<file path="src/rtl/gate_bist_ctrl.sv">
// rtl/gate_bist_ctrl.sv - BIST sweep sequencer for the dual 4-input gate block (option: ABORT_ON_FAIL_EN)
module gate_bist_ctrl #(
    parameter int SETTLE_CYCLES = 1,
    parameter bit INVERT        = 1'b1
) (
    input  logic       clk,
    input  logic       rst,
    input  logic       start,
    output logic       busy,
    output logic       done,
    output logic       pass,
    output logic       p1a,
    output logic       p1b,
    output logic       p1c,
    output logic       p1d,
    output logic       p2a,
    output logic       p2b,
    output logic       p2c,
    output logic       p2d,
    input  logic       p1y,
    input  logic       p2y,
    output logic [8:0] err_cnt1,
    output logic [8:0] err_cnt2,
    output logic       fail_valid,
    output logic [7:0] fail_vec
);

    typedef enum logic [1:0] {IDLE, APPLY, SAMPLE, DONE} state_t;

    state_t     state;
    state_t     state_nxt;
    logic [7:0] vec;
    logic [3:0] settle;
    logic       exp1;
    logic       exp2;
    logic       mis1;
    logic       mis2;
    logic       any_mis;
    logic       last_settle;

    assign exp1        = (&vec[3:0]) ^ INVERT;
    assign exp2        = (&vec[7:4]) ^ INVERT;
    assign mis1        = (p1y != exp1);
    assign mis2        = (p2y != exp2);
    assign any_mis     = mis1 | mis2;
    assign last_settle = (settle == 4'(SETTLE_CYCLES - 1));

    always_ff @(posedge clk) begin
        if (rst) begin
            state <= IDLE;
        end else begin
            state <= state_nxt;
        end
    end

    always_comb begin
        state_nxt = state;
        case (state)
            IDLE, DONE: if (start) state_nxt = APPLY;
            APPLY:      if (last_settle) state_nxt = SAMPLE;
            SAMPLE: begin
                if (vec == 8'hFF) begin
                    state_nxt = DONE;
`ifdef ABORT_ON_FAIL_EN
                end else if (any_mis) begin
                    state_nxt = DONE;
`endif
                end else begin
                    state_nxt = APPLY;
                end
            end
            default:    state_nxt = IDLE;
        endcase
    end

    // Sweep datapath: vector, settle timer, error counters, first-fail capture.
    always_ff @(posedge clk) begin
        if (rst) begin
            vec        <= '0;
            settle     <= '0;
            err_cnt1   <= '0;
            err_cnt2   <= '0;
            fail_valid <= 1'b0;
            fail_vec   <= '0;
        end else begin
            case (state)
                IDLE, DONE: begin
                    if (start) begin
                        vec        <= '0;
                        settle     <= '0;
                        err_cnt1   <= '0;
                        err_cnt2   <= '0;
                        fail_valid <= 1'b0;
                        fail_vec   <= '0;
                    end
                end
                APPLY: settle <= settle + 4'd1;
                SAMPLE: begin
                    if (mis1 && err_cnt1 != 9'd256) err_cnt1 <= err_cnt1 + 9'd1;
                    if (mis2 && err_cnt2 != 9'd256) err_cnt2 <= err_cnt2 + 9'd1;
                    if (any_mis && !fail_valid) begin
                        fail_valid <= 1'b1;
                        fail_vec   <= vec;
                    end
                    if (vec != 8'hFF) vec <= vec + 8'd1;
                    settle <= '0;
                end
                default: ;
            endcase
        end
    end

    always_comb begin
        busy = (state == APPLY) || (state == SAMPLE);
        done = (state == DONE);
        pass = done && (err_cnt1 == 9'd0) && (err_cnt2 == 9'd0);
        {p2a, p2b, p2c, p2d, p1a, p1b, p1c, p1d} = busy ? vec : 8'h00;
    end

endmodule
</file>
<file path="config.mk">
export PLATFORM = sky130hd
export DESIGN_NAME = gate_bist_ctrl
export DESIGN_NICKNAME = d
export VERILOG_FILES = /design/src/rtl/gate_bist_ctrl.sv
export SDC_FILE = /design/constraint.sdc
export NUM_CORES = 1
export LEC_CHECK = 0
export BUFFER_PORTS_ARGS = -buffer_cell sky130_fd_sc_hd__buf_2
export CORE_MARGIN = 2
export CORE_UTILIZATION = 45
export CTS_BUF_LIST = sky130_fd_sc_hd__clkbuf_4
export DETAILED_ROUTE_END_ITERATION = 7
export MAX_ROUTING_LAYER = met4
export PLACE_DENSITY = 0.76
export SYNTH_ARGS = -nofsm -noshare
export SYNTH_HDL_FRONTEND = slang
export SYNTH_SLANG_ARGS = --single-unit
</file>
<file path="constraint.sdc">
create_clock -name clk -period 5.58 [get_ports clk]
set_clock_uncertainty 0.2 [all_clocks]
set_input_delay 0.279 -clock clk [delete_from_list [all_inputs] [get_ports clk]]
set_output_delay 0.279 -clock clk [all_outputs]
set_load 0.02 [all_outputs]
</file>
==> results of run 1 <==
## sequential cells by signal, indices dropped and copies added (netlist names)
name / count
settle: 4
vec: 8
err_cnt1: 9
state: 2
fail_valid: 1
err_cnt2: 9
fail_vec: 8
## per-layer routing
metal	up-vias	wire (um)	part of all wire	global-route usage
li1	1060	-	-	-
met1	1041	2480	0.45	0.291
met2	58	2660	0.48	0.340
met3	6	332	0.060	0.0463
met4	0	48	0.0087	0.0448
met5	-	0	0	-
## per-stage QoR
step                      cell area, um^2  total power [mW]  cells   util  setup slack [ps]
final                                2600             0.596    378  0.516              2980
after floorplan                      2310             0.422    270      -              3450
after detailed placement             2550             0.451    370  0.505              2970
after global placement               2550             0.447    370  0.505              3050
after CTS                            2600             0.602    378  0.516              2940
after global routing                 2600             0.633    378  0.516              2650
## cell usage after synthesis, types with 2 or more instances
library cell	instances	area share
a211oi_1	4	0.013
ha_1	11	0.060
nor4b_1	2	0.0076
o211ai_1	3	0.0098
inv_1	13	0.021
o31ai_1	10	0.033
o22a_1	2	0.0076
nor2_1	11	0.018
nand3_2	2	0.0087
xnor2_1	6	0.023
o21a_1	2	0.0065
a21oi_1	21	0.046
nor4_1	3	0.0081
mux2i_1	10	0.043
and4_1	3	0.011
dfxtp_1	41	0.36
and3_1	3	0.0081
nand2b_1	5	0.014
nand2_1	31	0.050
nor3_1	6	0.013
nor2b_1	12	0.033
buf_2	3	0.0065
or3_1	3	0.0081
o21ai_0	7	0.015
nand4_1	3	0.0081
clkbuf_1	7	0.011
or4_1	8	0.026
a31oi_1	5	0.014
nand3_1	8	0.017
## layout by cell type (no fill, tap or decap), types with 7 or more instances in the layout
master    n
nor2b_1  12
nand3_1   8
o31ai_1  10
o21ai_0   7
ha_1     11
a21oi_1  21
nand2_1  31
inv_1    13
or4_1     8
nor2_1   11
dfxtp_1  41
buf_2    42
mux2i_1  10
## power by group through the flow
| stage | registers (mW) | clock network (mW) | logic [mW] |
|---|---|---|---|
| final | 0.315 | 0.152 | 0.130 |
| after global routing | 0.318 | 0.170 | 0.145 |
| after CTS | 0.315 | 0.157 | 0.130 |
| after detailed placement | 0.322 | 0 | 0.130 |
| after global placement | 0.321 | 0 | 0.126 |
| after floorplan | 0.325 | 0 | 0.0968 |
## worst max path at each step
stage | start | to | slack (ps) | depth (start not counted)
2_1_floorplan | err_cnt1[0] | pass | 3450 | 5
3_3_place_gp | state[0] | err_cnt1[4] | 3050 | 6
3_5_place_dp | state[0] | err_cnt1[4] | 2970 | 6
4_1_cts | err_cnt1[0] | pass | 2940 | 6
5_1_grt | state[0] | err_cnt1[4] | 2650 | 6
6_report | err_cnt1[0] | pass | 2980 | 6
## final cells by class
| type | instances | area [um^2] |
|---|---|---|
| Sequential cell | 41 | 821 |
| Timing Repair Buffer | 42 | 210 |
| Inverter | 13 | 48.8 |
| Clock buffer | 5 | 37.5 |
| Tap cell | 70 | 87.6 |
| Clock inverter | 3 | 17.5 |
| Fill cell | 502 | 2440 |
| Multi-Input combinational cell | 204 | 1380 |
## worst max-delay path, stage by stage, from the launching register on
cell     delay, ps
dfxtp_1        390
inv_1           80
ha_1           170
or4b_2         580
nor4_1         180
and4_1         210
buf_2          160
## kinds of logic after synthesis
group,Yosys count
buffers and inverters,25
adders and majority gates,11
AOI/OAI and AO/OA,64
xor gates and xnor gates,7
muxes,12
DFF,41
and+or+nand+nor,110
==> flow_summary.json, run 1 <==
{
  "cp_max_fo": 7,
  "vias_per_cell": 5.73,
  "ant_nets": 0,
  "yosys_most_used_dff": "dfxtp_1",
  "internal-power_mw": 0.398,
  "grtUsageTotal": 0.217,
  "synth.area.mux_share": 0.0558,
  "die_w_um": 75.6,
  "synth-seq-cells": 41,
  "min_path_type": "in -> reg",
  "clock-sinks": 41,
  "area_growth_pct": 12.7,
  "grt_antenna_before_repair": 0,
  "post-cts-setup-buffers": 0,
  "critPathCaptureType": "output pin",
  "grt_pass1_vias": 1948,
  "crit_arrival_ps": 2120,
  "timing.fmax_mhz": 384,
  "post_drt_wl_per_cell_um": 14.6,
  "post-route-min-period_ps": 2600,
  "port-buffer-count": 42,
  "net-switching-power_mw": 0.198,
  "p_clk_frac": 0.254,
  "drc": 0,
  "pwr-share-seq": 0.528,
  "min_to": "settle[0]",
  "core_um2": 5040,
  "cts_max_level": 2,
  "synth_area_um2": 2310,
  "rr_startpoint": "state[0]",
  "synth_cell_types": 54,
  "status": "completed",
  "rsz0062_at_grt": "no",
  "path_class": "reg -> out",
  "clock_latency_ps": 360,
  "hold_depth": 2,
  "cts_resized": 0,
  "synth_warnings": 0,
  "avgSynthCellArea_um2": 8.55,
  "place.gp.congestion": 0.877,
  "rr_endpoint": "err_cnt1[4]",
  "drive_above_1_share": 0.192,
  "grt_start_max_net_pins": 16,
  "nNetsFinal": 323,
  "die_area_um2": 5720,
  "ys_seq_area_frac": 0.355,
  "drtIter0Drc": 120,
  "setup_tns_ps": 0,
  "synth_nets": 286,
  "io_pins": 43,
  "n_antenna_cell": 0,
  "peakVddDrop_v": 0.000148,
  "cts.hold.buffers_added": 0,
  "leakage_nw": 1.05,
  "netSwitchingFraction": 0.332,
  "synthAdderAreaFrac": 0.0596,
  "ff2ff_setup_slack_ps": 2980,
  "synth_xor_area_frac": 0.0265,
  "cts_tree": "done",
  "p_per_area_nw_per_um2": 229,
  "min_from": "rst",
  "place_hpwl_um": 3990,
  "max-slew-margin-rel": 0.304,
  "tightest_slew_ps": 1040,
  "ys_async_sr_fraction": 0,
  "grt.overflow.total": 0,
  "drv_slew": 0,
  "rows": 26,
  "synth-edff-count": 0,
  "worstPathRequired_ps": 5100,
  "setup_viol": 0,
  "die_height_um": 75.6,
  "startpoint_type": "flop",
  "drv_cap": 0,
  "dr.pass1.iters": 5,
  "combPwrFrac": 0.218,
  "numCtsBuffers": 5,
  "syn_inst": 270,
  "clockRootBuffer": "clkbuf_4",
  "hold_slack_ps": 83.7,
  "period_share": 0.466,
  "clk_pin_slew_ps": 140,
  "synth_top_family_by_area": "simple AND/OR/NAND/NOR gates",
  "ctsLongestPathBuffers": 2,
  "synth_compound_area_frac": 0.181,
  "vias": 2165,
  "r2r_cells": 6,
  "yosys.area_share.simple": 0.275,
  "drt-total-wl_um": 5530,
  "grt_pass1_wl_um": 9370,
  "final_hold_viol_count": 0,
  "start_util": 0.458
}
(Power assumes the default switching activity.)
==> run 2, diff against run 1 <==
--- a/config.mk
+++ b/config.mk
@@ -5,13 +5,14 @@
 export SDC_FILE = /design/constraint.sdc
 export NUM_CORES = 1
 export LEC_CHECK = 0
+export ABC_AREA = 1
 export BUFFER_PORTS_ARGS = -buffer_cell sky130_fd_sc_hd__buf_2
 export CORE_MARGIN = 2
 export CORE_UTILIZATION = 45
 export CTS_BUF_LIST = sky130_fd_sc_hd__clkbuf_4
 export DETAILED_ROUTE_END_ITERATION = 7
 export MAX_ROUTING_LAYER = met4
-export PLACE_DENSITY = 0.76
+export PLACE_DENSITY = 0.75
 export SYNTH_ARGS = -nofsm -noshare
 export SYNTH_HDL_FRONTEND = slang
 export SYNTH_SLANG_ARGS = --single-unit
==> constraint.sdc (replaced) <==
create_clock -name clk -period 2.7 [get_ports clk]
set_clock_uncertainty 0.2 [all_clocks]
set_input_delay 0.135 -clock clk [delete_from_list [all_inputs] [get_ports clk]]
set_output_delay 0.135 -clock clk [all_outputs]
set_load 0.02 [all_outputs]
==> run 2 against run 1 <==
Against the previous run: register-to-register slack got worse by 2600 ps; worst hold slack lost 38 ps; setup slack lost 2600 ps; combinational power rose to 4.4 times the previous value; critical path type is now reg -> reg; global-route usage decreased by 1.7 points; utilization is 1.7 points higher; power grew to 3.0 times the previous value; first-iteration DRC count decreased by 18%; highest routed layer unchanged; via count is 15% higher; design area rose by 13%; largest cell class unchanged.
==> flow_summary.json, run 2 <==
{
  "setup_viol": 0,
  "grtUsageTotal": 0.200,
  "ys_top_cells_by_count": "nand2_1, inv_1, nor2_1, nand3_1, dfxtp_1",
  "crit_arrival_ps": 2450,
  "area_growth_pct": 14.3,
  "drc": 0,
  "seq_area_um2": 821,
  "post-cts-setup-buffers": 0,
  "rsz0062_at_grt": "no",
  "place_hpwl_um": 4240,
  "die_height_um": 79.5,
  "path_cells": "inv_1 > ha_1 > inv_6 > nor2_8 > nor2_8 > nand2_4 > nand2_2 > inv_2 > o21ai_0 > nor2_1",
  "core_um2": 5510,
  "period_share": 0.871,
  "crit_path_frequent_cell": "nor2_8",
  "setup_ws_ps": 348,
  "place_inst": 494,
  "leakage_nw": 1.34,
  "drtIter0Drc": 98,
  "clock_latency_ps": 350,
  "fill_cells": 546,
  "port-buffer-count": 42,
  "final_cells": 504,
  "clockRootBuffer": "clkbuf_4",
  "yosysTopAreaCellShare": 0.320,
  "ys_seq_area_frac": 0.320,
  "numCtsBuffers": 5,
  "peakVddDrop_v": 0.000351,
  "clock-sinks": 41,
  "synth_nets": 403,
  "nNetsFinal": 447,
  "ant_nets": 0,
  "grt_pass1_vias": 2201,
  "clk_pin_slew_ps": 120,
  "grt_antenna_before_repair": 0,
  "startpoint_type": "flop",
  "synth_area_um2": 2570,
  "min_from": "p1y",
  "placed_cell_area_um2": 2810,
  "drv_cap": 0,
  "rr_startpoint": "state[0]",
  "grt_pass1_wl_um": 9780,
  "ctsLongestPathBuffers": 2,
  "vias": 2487,
  "cts_max_level": 2,
  "cp_slowest_cell": "ha_1",
  "io_pins": 43,
  "rows": 27,
  "start_util": 0.466,
  "pre_cts_ws_ps": 368,
  "n_antenna_cell": 0,
  "p_per_area_nw_per_um2": 603,
  "critPathMaxStageDelay_ps": 540,
  "grt_start_max_net_pins": 28,
  "cp-startpoint": "state[0]",
  "multi_input_area_um2": 1440,
  "vias_per_cell": 4.93,
  "place.gp.congestion": 0.881,
  "synth_most_common_cell": "nand2_1",
  "total_power_mw": 1.77,
  "layout_commonest_cell": "nand2_1",
  "final_hold_viol_count": 0,
  "drive_above_1_share": 0.176,
  "dr.pass1.iters": 4,
  "min_path_type": "in -> reg",
  "synth_cell_types": 28,
  "die_w_um": 79.5,
  "critPathCaptureType": "flop",
  "post_drt_wl_per_cell_um": 11.3,
  "setup_tns_ps": 0,
  "status": "completed",
  "drv_slew": 0,
  "synth_warnings": 0,
  "worstPathRequired_ps": 2800,
  "drt-total-wl_um": 5690,
  "tightest_slew_ps": 502,
  "post-route-min-period_ps": 2350,
  "yosys_most_used_dff": "dfxtp_1",
  "cp_max_fo": 27,
  "syn_inst": 387,
  "ys_async_sr_fraction": 0,
  "synth_area_leader_cell": "dfxtp_1",
  "cts_resized": 0,
  "die_area_um2": 6330,
  "max-slew-margin-rel": 0.665,
  "largestRegisters": "err_cnt1 x9, err_cnt2 x9",
  "grt.overflow.total": 0,
  "final_cell_mix": "nand2_1, inv_1, nor2_1",
  "avgSynthCellArea_um2": 6.63,
  "design_area_um2": 2930,
  "path_class": "reg -> reg",
  "synth-edff-count": 0,
  "synth-seq-cells": 41,
  "timing.fmax_mhz": 425,
  "cts_tree": "done",
  "ys_top_cells_by_area": "dfxtp_1, nand2_1, nand3_1"
}
## run 2: final cells by class
cell class | instances | area share
clock buffers | 5 | 0.0128
multi-input cells | 276 | 0.489
flip-flops and latches | 41 | 0.280
clock inverters | 3 | 0.0222
inverters | 60 | 0.0793
well taps | 72 | 0.0307
repair buffers | 47 | 0.0861
## run 2: stage by stage
step / util / hold slack (ps)
3_5_place_dp: 0.511 / 297
6_report: 0.533 / 45.4
3_3_place_gp: 0.511 / 280
5_1_grt: 0.533 / 42.5
2_1_floorplan: - / 4.07
4_1_cts: 0.533 / 22.6
## run 2: final timing paths
path                            cells after the start  slack (ps)     endpoint
worst max-delay path                               10         350       vec[6]
worst min-delay path                                6          50  err_cnt1[1]
worst max register to register                     10         350       vec[6]
worst min register to register                      2         310    settle[0]
## run 2: where the power goes
part | total (mW) | leakage (nW) | switching (mW) | internal, mW
Combinational | 0.576 | 0.954 | 0.393 | 0.183
Clock | 0.497 | 0.0552 | 0.210 | 0.287
Sequential | 0.695 | 0.333 | 0.0373 | 0.658
## run 2: cell families (layout without fill, tap and decap cells)
logic type / count (synthesis) / count (layout) / synth area share
adders and majority gates: 11 / 11 / 0.0536
and+or+nand+nor: 215 / 215 / 0.391
DFF: 41 / 41 / 0.320
buffers and inverters: 70 / 115 / 0.121
AOI/OAI and AO/OA: 45 / 45 / 0.0975
xor gates and xnor gates: 5 / 5 / 0.0171
## run 2: worst max-delay path: cells and delay by family (launching register included)
family	cells	cell delay, ps
flip-flops	1	420
adder cells (fa/ha/maj)	1	540
buffers and inverters	3	310
AND/OR/NAND/NOR	5	740
AO/OA/AOI/OAI	1	100
## run 2: repair_timing
action	4_1_cts	5_1_grt
hold endpoints to repair	13	0
endpoints found under the setup margin	0	0
hold buffers	2	0
## run 2: metal layers
layer  GRT usage  wire, um  vias up
li1            -         -     1317
met1       0.257      2760     1117
met2       0.308      2630       41
met3      0.0385       198       12
met4      0.0879       107        0
met5           -         0        -
==> run 3, diff against run 2 <==
--- a/config.mk
+++ b/config.mk
@@ -7,12 +7,14 @@
 export LEC_CHECK = 0
 export ABC_AREA = 1
 export BUFFER_PORTS_ARGS = -buffer_cell sky130_fd_sc_hd__buf_2
+export CELL_PAD_IN_SITES_DETAIL_PLACEMENT = 1
+export CELL_PAD_IN_SITES_GLOBAL_PLACEMENT = 2
 export CORE_MARGIN = 2
-export CORE_UTILIZATION = 45
+export CORE_UTILIZATION = 32
 export CTS_BUF_LIST = sky130_fd_sc_hd__clkbuf_4
 export DETAILED_ROUTE_END_ITERATION = 7
 export MAX_ROUTING_LAYER = met4
-export PLACE_DENSITY = 0.75
+export PLACE_DENSITY = 0.92
 export SYNTH_ARGS = -nofsm -noshare
 export SYNTH_HDL_FRONTEND = slang
 export SYNTH_SLANG_ARGS = --single-unit
==> run 3 against run 2 <==
Against the previous run: wire length up 25%; power down 7.4%; sequential share of layout area barely moved; maximum frequency fell by 0.14%; setup slack lost 3.3 ps; via count grew 2.0%; final cell count increased by 6.0%; die area increased by 38%; combinational power grew 7.1%; clock power shrank 35%; non-clock buffer count is the same; sequential cell count unchanged; highest routed layer unchanged.
==> flow_summary.json, run 3 (synthesis gave the netlist of run 2 again) <==
{
  "seq_area_um2": 821,
  "critPathCaptureType": "flop",
  "port-buffer-count": 42,
  "grt_pass1_wl_um": 12300,
  "grt_start_max_net_pins": 20,
  "min_path_type": "in -> reg",
  "ant_nets": 0,
  "final_cells": 534,
  "place.gp.congestion": 0.827,
  "post_drt_wl_per_cell_um": 13.4,
  "cts.hold.buffers_added": 2,
  "drive_above_1_share": 0.176,
  "place_hpwl_um": 5480,
  "grtUsageTotal": 0.180,
  "status": "completed",
  "peakVddDrop_v": 0.000227,
  "dr_wl_met2_um": 3550,
  "cts_tree": "done",
  "drt-total-wl_um": 7140,
  "start_util": 0.331,
  "numCtsBuffers": 5,
  "layout_commonest_cell": "nand2_1",
  "cts_resized": 0,
  "rows": 32,
  "nNetsFinal": 447,
  "post-route-min-period_ps": 2360,
  "cts_max_level": 2,
  "clock_latency_ps": 360,
  "drv_cap": 0,
  "largestRegisters": "err_cnt1 x9, err_cnt2 x9",
  "p_per_area_nw_per_um2": 558,
  "clock-sinks": 41,
  "worstPathRequired_ps": 2800,
  "crit_arrival_ps": 2450,
  "ctsLongestPathBuffers": 2,
  "route.met3.wl_um": 170,
  "setup_tns_ps": 0,
  "wl_met1_um": 3370,
  "fill_cells": 1063,
  "utilization": 0.378,
  "period_share": 0.872,
  "io_pins": 43,
  "drtIter0Drc": 87,
  "die_height_um": 93.6,
  "place_inst": 524,
  "tightest_slew_ps": 507,
  "clockRootBuffer": "clkbuf_4",
  "timing.fmax_mhz": 425,
  "die_w_um": 93.6,
  "drc": 0,
  "path_class": "reg -> reg",
  "grt_pass1_vias": 2589,
  "n_antenna_cell": 0,
  "post-cts-setup-buffers": 0,
  "final_cell_mix": "nand2_1, inv_1, nor2_1",
  "area_growth_pct": 14.4,
  "startpoint_type": "flop",
  "dr.pass1.iters": 4,
  "vias_per_cell": 4.75,
  "core_um2": 7770,
  "final_hold_viol_count": 0,
  "leakage_nw": 1.33,
  "dr.max_layer_used": "met4",
  "die_area_um2": 8760,
  "grt.overflow.total": 0,
  "vias": 2537,
  "max-slew-margin-rel": 0.662,
  "cp_max_fo": 12,
  "multi_input_area_um2": 1440,
  "rsz0062_at_grt": "no",
  "drv_slew": 0,
  "hold_slack_ps": 36.5,
  "grt_antenna_before_repair": 0,
  "setup_viol": 0,
  "clk_pin_slew_ps": 130
}
run 3: cell count changes in the layout (fill, tap and decap cells not counted):
cell and delta:
bufinv_16 -2, buf_4 -1, clkinv_2 +1, buf_12 +1, clkbuf_4 +1
run 3: path summary, 6_finish.rpt:
| path | start | slack (ps) | depth (start not counted) | to |
|---|---|---|---|---|
| setup / recovery | state[0] | 340 | 10 | vec[6] |
| hold / removal | p1y | 40 | 6 | err_cnt1[1] |
| hold reg to reg | fail_valid | 320 | 2 | fail_valid |
| setup reg to reg | state[0] | 340 | 10 | vec[6] |
run 3: worst max-delay path, cell delays in order, from the launching register on:
cell	delay, ps
dfxtp_1	420
inv_1	60
ha_1	560
inv_6	70
nor2_8	180
nor2_8	60
nand2_4	140
nand2_2	150
inv_2	190
o21ai_0	110
nor2_1	130
run 3: layer usage:
layer	global-route usage	vias up
met1	0.223	1199
met3	0.0266	4
met4	0.0411	0
li1	-	1308
met5	-	-
met2	0.312	26
run 3: final cells by class:
cell class                 instances  share of cell area
clock buffer                       6              0.0153
clock inverter                     2             0.00341
inverter                          60              0.0792
multi-input combinational        276               0.489
sequential                        41               0.280
tap                              102              0.0435
timing repair buffer              47              0.0903
run 3: through the flow:
step           power [mW]  area (um^2)  setup slack (ps)
2_1_floorplan        1.19         2570               729
3_3_place_gp         1.32         2860               447
3_5_place_dp         1.34         2860               331
4_1_cts              1.67         2940               300
5_1_grt              1.77         2940               153
6_report             1.64         2940               345
run 3: where the power goes:
group | internal [mW] | switching (mW) | total [mW]
combinational | 0.198 | 0.419 | 0.617
clock | 0.110 | 0.214 | 0.323
sequential | 0.658 | 0.0390 | 0.697
total | 0.965 | 0.672 | 1.64
